### config.mk
export PLATFORM = sky130hd
export DESIGN_NAME = gsm_response_parser
export DESIGN_NICKNAME = d
export VERILOG_FILES = /design/src/rtl/gsm_pkg.sv /design/src/rtl/gsm_timeout_timer.sv /design/src/rtl/gsm_response_parser.sv
export SDC_FILE = /design/constraint.sdc
export NUM_CORES = 1
export LEC_CHECK = 0
export ABC_AREA = 1
export BUFFER_PORTS_ARGS = -buffer_cell sky130_fd_sc_hd__buf_2
export CAP_MARGIN = 20
export CORE_MARGIN = 2
export CORE_UTILIZATION = 39
export CTS_BUF_LIST = sky130_fd_sc_hd__clkbuf_8
export DETAILED_ROUTE_END_ITERATION = 10
export PLACE_DENSITY = 0.61
export SYNTH_ARGS = -nofsm -noshare
export SYNTH_HDL_FRONTEND = slang
export SYNTH_SLANG_ARGS = --single-unit
### constraint.sdc
create_clock -name clk -period 5.88 [get_ports clk]
set_input_delay 0.294 -clock clk [delete_from_list [all_inputs] [get_ports clk]]
set_output_delay 0.294 -clock clk [all_outputs]
set_load 0.02 [all_outputs]
### src/rtl/gsm_pkg.sv
// gsm_pkg: shared ASCII constants, token strings and parser state for the GSM modem link
package gsm_pkg;
  localparam logic [7:0] CHAR_CR     = 8'h0D;
  localparam logic [7:0] CHAR_LF     = 8'h0A;
  localparam logic [7:0] CHAR_SPACE  = 8'h20;
  localparam logic [7:0] CHAR_GT     = 8'h3E;
  localparam logic [7:0] CHAR_CTRL_Z = 8'h1A;
  localparam logic [15:0] TOK_OK     = "OK";
  localparam logic [39:0] TOK_ERROR  = "ERROR";
  localparam logic [15:0] TOK_PROMPT = "> ";
  typedef enum logic [2:0] {LINE_START, M_OK, M_ERR, M_PROMPT, SKIP} parse_state_e;
  // Byte expected at match index i (1..3) of the line "OK\r\n"
  function automatic logic [7:0] ok_byte(input logic [2:0] i);
    return i == 3'd1 ? TOK_OK[7:0] : i == 3'd2 ? CHAR_CR : CHAR_LF;
  endfunction
  // Byte expected at match index i (1..6) of the line "ERROR\r\n"
  function automatic logic [7:0] err_byte(input logic [2:0] i);
    int k;
    k = i < 3'd5 ? 4 - int'(i) : 0;
    return i < 3'd5 ? TOK_ERROR[8*k +: 8] : i == 3'd5 ? CHAR_CR : CHAR_LF;
  endfunction
endpackage

### src/rtl/gsm_timeout_timer.sv
// gsm_timeout_timer: response wait flag and saturating timeout counter started by arm
module gsm_timeout_timer #(
  parameter int TIMEOUT_CYCLES = 16000000,
  parameter int CNT_W = $clog2(TIMEOUT_CYCLES + 1)
) (
  input  logic clk,
  input  logic rst,
  input  logic arm,
  input  logic token,
  output logic waiting,
  output logic timeout
);
  localparam logic [CNT_W-1:0] LAST = CNT_W'(TIMEOUT_CYCLES - 1);
  logic [CNT_W-1:0] cnt_q, cnt_d;
  logic waiting_q, waiting_d, timeout_q, timeout_d, expire;
  // A token or a fresh arm on the expiry cycle suppresses the timeout
  always_comb begin
    expire    = waiting_q && cnt_q == LAST && !token && !arm;
    cnt_d     = arm ? '0 : (waiting_q && cnt_q != LAST) ? cnt_q + CNT_W'(1) : cnt_q;
    waiting_d = arm || (waiting_q && !token && !expire);
    timeout_d = expire;
  end
  // State registers
  always_ff @(posedge clk or posedge rst) begin
    if (rst) begin
      cnt_q     <= '0;
      waiting_q <= 1'b0;
      timeout_q <= 1'b0;
    end else begin
      cnt_q     <= cnt_d;
      waiting_q <= waiting_d;
      timeout_q <= timeout_d;
    end
  end
  assign waiting = waiting_q;
  assign timeout = timeout_q;
endmodule

### src/rtl/gsm_response_parser.sv
// gsm_response_parser: detects OK / ERROR / "> " modem responses; timeout enabled by GSM_RESP_TIMEOUT_EN
module gsm_response_parser #(
  parameter int TIMEOUT_CYCLES = 16000000,
  parameter int CNT_W = $clog2(TIMEOUT_CYCLES + 1)
) (
  input  logic       clk,
  input  logic       rst,
  input  logic [7:0] rx_data,
  input  logic       rx_valid,
  input  logic       arm,
  output logic       ok_seen,
  output logic       error_seen,
  output logic       prompt_seen,
  output logic       waiting,
  output logic       timeout
);
  import gsm_pkg::*;
  parse_state_e state_q, state_d;
  logic [2:0] idx_q, idx_d;
  logic ok_q, ok_d, err_q, err_d, prm_q, prm_d, hit, last;
  // Byte-serial line matcher; holds whenever rx_valid is low
  always_comb begin
    state_d = state_q;
    idx_d   = idx_q;
    ok_d    = 1'b0;
    err_d   = 1'b0;
    prm_d   = 1'b0;
    hit     = 1'b0;
    last    = 1'b0;
    if (rx_valid) begin
      case (state_q)
        LINE_START: begin
          state_d = (rx_data == CHAR_CR || rx_data == CHAR_LF) ? LINE_START :
                    rx_data == TOK_OK[15:8]    ? M_OK :
                    rx_data == TOK_ERROR[39:32] ? M_ERR :
                    rx_data == CHAR_GT         ? M_PROMPT : SKIP;
          idx_d = 3'd1;
        end
        M_OK, M_ERR: begin
          hit  = rx_data == (state_q == M_OK ? ok_byte(idx_q) : err_byte(idx_q));
          last = idx_q == (state_q == M_OK ? 3'd3 : 3'd6);
          if (!hit) state_d = rx_data == CHAR_LF ? LINE_START : SKIP;
          else if (last) begin
            state_d = LINE_START;
            ok_d    = state_q == M_OK;
            err_d   = state_q == M_ERR;
          end else idx_d = idx_q + 3'd1;
        end
        M_PROMPT: begin
          prm_d   = rx_data == CHAR_SPACE;
          state_d = (rx_data == CHAR_LF) ? LINE_START : SKIP;
        end
        SKIP: state_d = rx_data == CHAR_LF ? LINE_START : SKIP;
        default: state_d = LINE_START;
      endcase
      if (state_d == LINE_START) idx_d = 3'd0;
    end
  end
  // Parser state and registered token pulses
  always_ff @(posedge clk or posedge rst) begin
    if (rst) begin
      state_q <= LINE_START;
      idx_q   <= 3'd0;
      ok_q    <= 1'b0;
      err_q   <= 1'b0;
      prm_q   <= 1'b0;
    end else begin
      state_q <= state_d;
      idx_q   <= idx_d;
      ok_q    <= ok_d;
      err_q   <= err_d;
      prm_q   <= prm_d;
    end
  end
  assign ok_seen     = ok_q;
  assign error_seen  = err_q;
  assign prompt_seen = prm_q;
`ifdef GSM_RESP_TIMEOUT_EN
  gsm_timeout_timer #(.TIMEOUT_CYCLES(TIMEOUT_CYCLES), .CNT_W(CNT_W)) u_timer (
    .clk(clk), .rst(rst), .arm(arm), .token(ok_d | err_d | prm_d),
    .waiting(waiting), .timeout(timeout)
  );
`else
  logic waiting_q, waiting_d;
  // Wait flag without time limit: arm sets, any token clears, arm wins
  always_comb waiting_d = arm || (waiting_q && !(ok_d || err_d || prm_d));
  // Wait flag register
  always_ff @(posedge clk or posedge rst) begin
    if (rst) waiting_q <= 1'b0;
    else waiting_q <= waiting_d;
  end
  assign waiting = waiting_q;
  assign timeout = 1'b0;
`endif
endmodule

# Word level (Yosys, flattened, before mapping)
# Cells that the tools add are included.
[totals]
inputBits = 12
register_bits = 10
[classes]
n_shift = 1
n_addsub = 2
eq_ne = 17
n_reduce_logical = 12
n_lt_le_gt_ge = 1
n_mux = 30
[op_table]
columns = ["op", "count"]
rows = [
  ["$mux W3", 14],
  ["$shiftx A40 B32 Y8 const A", 1],
  ["$mux W29", 1],
  ["$eq A8 B4 Y1 const B", 2],
  ["$eq A8 B6 Y1 const B", 2],
  ["$eq A8 B7 Y1 const B", 2],
  ["$mux W8", 2],
  ["$mux W1", 10],
  ["$eq A3 B2 Y1 const B", 3],
  ["$pmux W3 S3", 1],
  ["$eq A8 B8 Y1", 1],
  ["$mux W7", 1],
  ["$eq A3 B1 Y1 const B", 2],
  ["$eq A3 B3 Y1 const B", 2],
  ["$logic_not A3 Y1", 2],
  ["$ne A3 B3 Y1 const B", 2],
  ["$pmux W3 S2", 1],
  ["$logic_or A1 B1 Y1", 4],
  ["$reduce_and A4 Y1", 1],
  ["$reduce_or A2 Y1", 2],
  ["$sub A3 B3 Y4 const A", 1],
  ["$add A3 B1 Y3 const B", 1],
  ["$eq A3 B3 Y1", 1],
  ["$lt A3 B3 Y1 const B", 1],
  ["3 further kinds", 3],
]

# Depth between registers and ports, before layout
[logic_depth]
depth_word = 14
ltp_mapped = 19

# Worst setup path after synthesis
# No wires, ideal clock.
[synth_timing]
kind = "reg2reg"
from = "reg idx_q[0]"
to = "reg waiting_q (netlist: waiting)"
t_required_ns = 5.763
path_stages_with_launch = 16
n_path_buf = 0
t_arrival_ns = 2.048
path_slack_ns = 3.715
path_cell_list = "dfrtp_1 inv_2 ha_1 inv_1 nand3_1 nand3_1 nand2_2 nand2_4 nand2_1 nand2_1 nand2_1 nor2_2 nand3_2 or3_1 nand3_1 nand2_1"
[synth_between]
elab_chain_cells = 14
elab_cells_between_ends = 27
[synth_rtl]
columns = ["element", "line_no", "rtl"]
rows = [
  ["from (decl)", "gsm_response_parser.sv:19", "logic [2:0] idx_q, idx_d;"],
  ["from (signal assigned)", "gsm_response_parser.sv:69", "idx_q <= idx_d;"],
  ["$sub A3 B3 Y4 or $lt A3 B3 Y1 (tied branches)", "gsm_pkg.sv:19, gsm_pkg.sv:20", ""],
  ["$mux W29", "gsm_pkg.sv:19", "k = i < 3'd5 ? 4 - int'(i) : 0;"],
  ["$shiftx A40 B32 Y8", "gsm_pkg.sv:20", "return i < 3'd5 ? TOK_ERROR[8*k +: 8] : i == 3'd5 ? CHAR_CR : CHAR_LF;"],
  ["$mux W8", "gsm_pkg.sv:20", ""],
  ["$mux W8", "gsm_response_parser.sv:40", "hit = rx_data == (state_q == M_OK ? ok_byte(idx_q) : err_byte(idx_q));"],
  ["$eq A8 B8 Y1", "gsm_response_parser.sv:40", ""],
  ["$mux W1", "gsm_response_parser.sv:42", "if (!hit) state_d = rx_data == CHAR_LF ? LINE_START : SKIP;"],
  ["$mux W1", "gsm_response_parser.sv:31", "case (state_q)"],
  ["$mux W1", "gsm_response_parser.sv:30", "if (rx_valid) begin"],
  ["$logic_or A1 B1 Y1 (*) (2 in series)", "gsm_response_parser.sv:86", "always_comb waiting_d = arm || (waiting_q && !(ok_d || err_d || prm_d));"],
  ["$logic_not A1 Y1 (*)", "gsm_response_parser.sv:86", ""],
  ["$logic_and A1 B1 Y1 (*)", "gsm_response_parser.sv:86", ""],
  ["$logic_or A1 B1 Y1 (*)", "gsm_response_parser.sv:86", ""],
  ["via waiting_d", "gsm_response_parser.sv:84", "logic waiting_q, waiting_d;"],
  ["to (signal assigned)", "gsm_response_parser.sv:90", "else waiting_q <= waiting_d;"],
  ["to (decl)", "gsm_response_parser.sv:84", ""],
]
# The timed path passes the listed nets; every way through them passes the cells marked *.
# A chain may end at the register's enable or synchronous reset.

# Final worst setup path
# Same ends and word-level chain as after synthesis.

==> reports/results.ini <==
[outcome]
outcome=finished, final reports clean

[sta]
setup_ws_ns=3.396
fin_worst_skew_ns=0.0009751
drv_slew=0
setup-tns-final_ns=0
finalHoldViolations=0
worst_slew_pin_slew_ns=0.5585
period_share_pct=42.24
relSlewSlack_pct=62.42
min_period_ns=2.484
rsz0062_at_grt=false
fmax_mhz=402.6
setup_viol=0

[place]
place_congestion=0.9358
port_buffers=15
dp_hpwl_mm=2.284
pre_cts_ws_ns=3.433

[layout]
num_antenna_cells=0
nFillCells=306
drive_above_1_share_pct=16.36
final_nets=231
syn_to_final_growth_pct=13.38

[routing]
vias_per_cell=5.122
first_pass_iters=4
ant_nets=0
first_iter_violations=40
num_vias=1255
drc=0
wirelength_mm=2.733
wl_per_cell_um=11.16

[setup_path]
cp.required_ns=6.00
cp_slowest_stage_delay_ns=0.52
r2r_end=waiting
start_kind=flop
path_buf_inv=2
cp_cell_sequence=inv_2 > ha_1 > inv_1 > nand3_1 > nand3_1 > nand2_2 > nand2_4 > nand2_1 > nand2_1 > nand2_1 > nor2_2 > nand3_2 > or3_1 > nand3_1 > nand2_1
cp_slowest_cell=dfrtp_1
endpoint_kind=flop
cpLargestDelayFamily=simple AND/OR/NAND/NOR gates
path_class=reg -> reg
regToRegSetupSlack_ns=3.40
r2r_start=idx_q[0]
rr_worst_depth=15
cp_common_cell=nand2_1
critPathMaxFanout=9
worstPathArrival_ns=2.61

[logic_synthesis]
ys_seq_elements=10
synth_cell_types=26
synth_warnings=0
async_reset_ff_share_pct=100.0
synth_area_um2=1150
yosysMostFrequentCell=nand2_1
synth_area_leaders=dfrtp_1 22%, nand2_1 18%, nand3_1 12%
synth_top_area_cell=dfrtp_1
synth_edf_count=0
netlist_instances=197
syn-num-nets=213
synth_ff_type=dfrtp_1
ys_seq_area_share_pct=21.76
synth_top_area_share_pct=21.76
netlist_top_cells_count=55 x nand2_1, 31 x inv_1, 28 x nand3_1
synth_area_per_cell_um2=5.837

[die]
rows=19
core_um2=2781
num_io_pins=17
dieArea_um2=3399
die_x_um=58.30
start_util_pct=41.34
fp.dieH_um=58.30

[clock_tree]
insertion_delay_ns=0.23
ctsResizeCount=0
h-tree-depth=1
cts_hold_buf=0
cts_sinks=10
cts-root-buf=clkbuf_8
numCtsBuffers=3
post_cts_buffers=0
clock_path_buffers=2
clkSlewWorstSetupHoldPaths_ns=0.05
cts_tree=done

[power]
p_per_area_nw_per_um2=329.2
power_frac_seq_pct=22.0
swShare_pct=47.87
p_switching_mw=0.2055
power_frac_comb_pct=58.2
cellLeakagePower_nw=0.7738
p_int_mw=0.2238
ir_worst_vdd_v=0.0002163
pwr-share-clk_pct=19.8

[global_routing]
grt_pass1_vias=1167
grt_pass1_wl_mm=4.836
grt_usage_pct=17.87
grt_max_degree=11
overflow=0
antenna_found_initial=0

[run]
maxCapViolations=0

[hold_path]
hp-class=in -> async

==> worst register-to-register path, delay by kind of cell (launching register included) <==
family        cells  cell delay, ns
flops             1            0.52
fa+ha+maj         1            0.31
simple gates     12            1.31
buf+inv           2            0.24
==> power by group through the flow <==
stage,clock network [mW],logic [mW],registers (mW)
2_1_floorplan,0,0.209,0.0901
3_3_place_gp,0,0.248,0.0935
3_5_place_dp,0,0.251,0.0946
4_1_cts,0.0873,0.251,0.0943
5_1_grt,0.0914,0.294,0.0971
6_report,0.0849,0.250,0.0944
==> per-stage QoR <==
step                power (mW)  instance area, um^2  utilization [%]  hold WS [ns]  instances
finish                  0.4292                 1304            46.87       0.02503        245
global route            0.4822                 1304            46.87       0.05189        245
CTS                     0.4329                 1304            46.87       0.03893        245
detailed placement      0.3453                 1249            44.89        0.2936        241
global placement        0.3418                 1249            44.89        0.2844        241
floorplan               0.2992                 1150                -        0.1342        197
==> cell families after synthesis <==
| family | after synthesis | synth area share [%] |
|---|---|---|
| DFF | 10 | 21.76 |
| and+or+nand+nor | 130 | 53.43 |
| AOI/OAI and AO/OA | 11 | 5.441 |
| other | 1 | 0.3261 |
| buffers and inverters | 40 | 13.93 |
| xor gates and xnor gates | 1 | 0.7618 |
| adders and majority gates | 4 | 4.353 |
==> placed cells by master (no fill, tap or decap) <==
cell,synthesis,final
nand2_1,55,55
inv_1,31,31
nand3_1,28,28
nor2_1,20,20
buf_2,0,15
dfrtp_1,10,10
nand4_1,7,7
nand2_4,4,4
o21ai_0,4,4
nor3_1,4,4
ha_1,4,4
clkbuf_8,0,4
inv_2,3,3
nand2_2,3,3
o21ai_1,3,3
clkinv_1,3,3
nand3_2,2,2
nor2_2,2,2
nor4_1,2,2
a21oi_1,2,2
or3_1,2,2
inv_4,1,1
o21ai_2,1,1
o41ai_1,1,1
nand3b_1,1,1
xnor2_1,1,1
conb_1,1,1
==> per-layer routing <==
layer / share of wire (%) / global-route usage, %
met5: 0 / 0
met4: 1.3 / 5.980
met3: 3.0 / 0.6593
met2: 49 / 31.94
met1: 47 / 22.99
==> registers in the layout, summed over array words and instances (netlist names) <==
signal and count:
state_q 3, error_seen 1, ok_seen 1, waiting 1, idx_q 3, prompt_seen 1
==> worst max-delay path by stage <==
stage                        start        to  cells past startpoint
after floorplan           idx_q[0]   waiting                     15
after global placement    idx_q[0]   waiting                     15
after detailed placement  idx_q[0]   waiting                     15
after CTS                 idx_q[0]   waiting                     15
after global routing      idx_q[0]  idx_q[2]                     18
final                     idx_q[0]   waiting                     15
==> layout make-up <==
type	count	area [um^2]	share of cell area [%]
Clock buffer	4	55.05	4.223
Tap cell	31	38.79	2.975
Multi-Input combinational cell	147	739.5	56.72
Sequential cell	10	250.2	19.19
Timing Repair Buffer	15	75.07	5.758
Inverter	38	145.1	11.13
No activity file was read; power rests on OpenSTA's default activity.
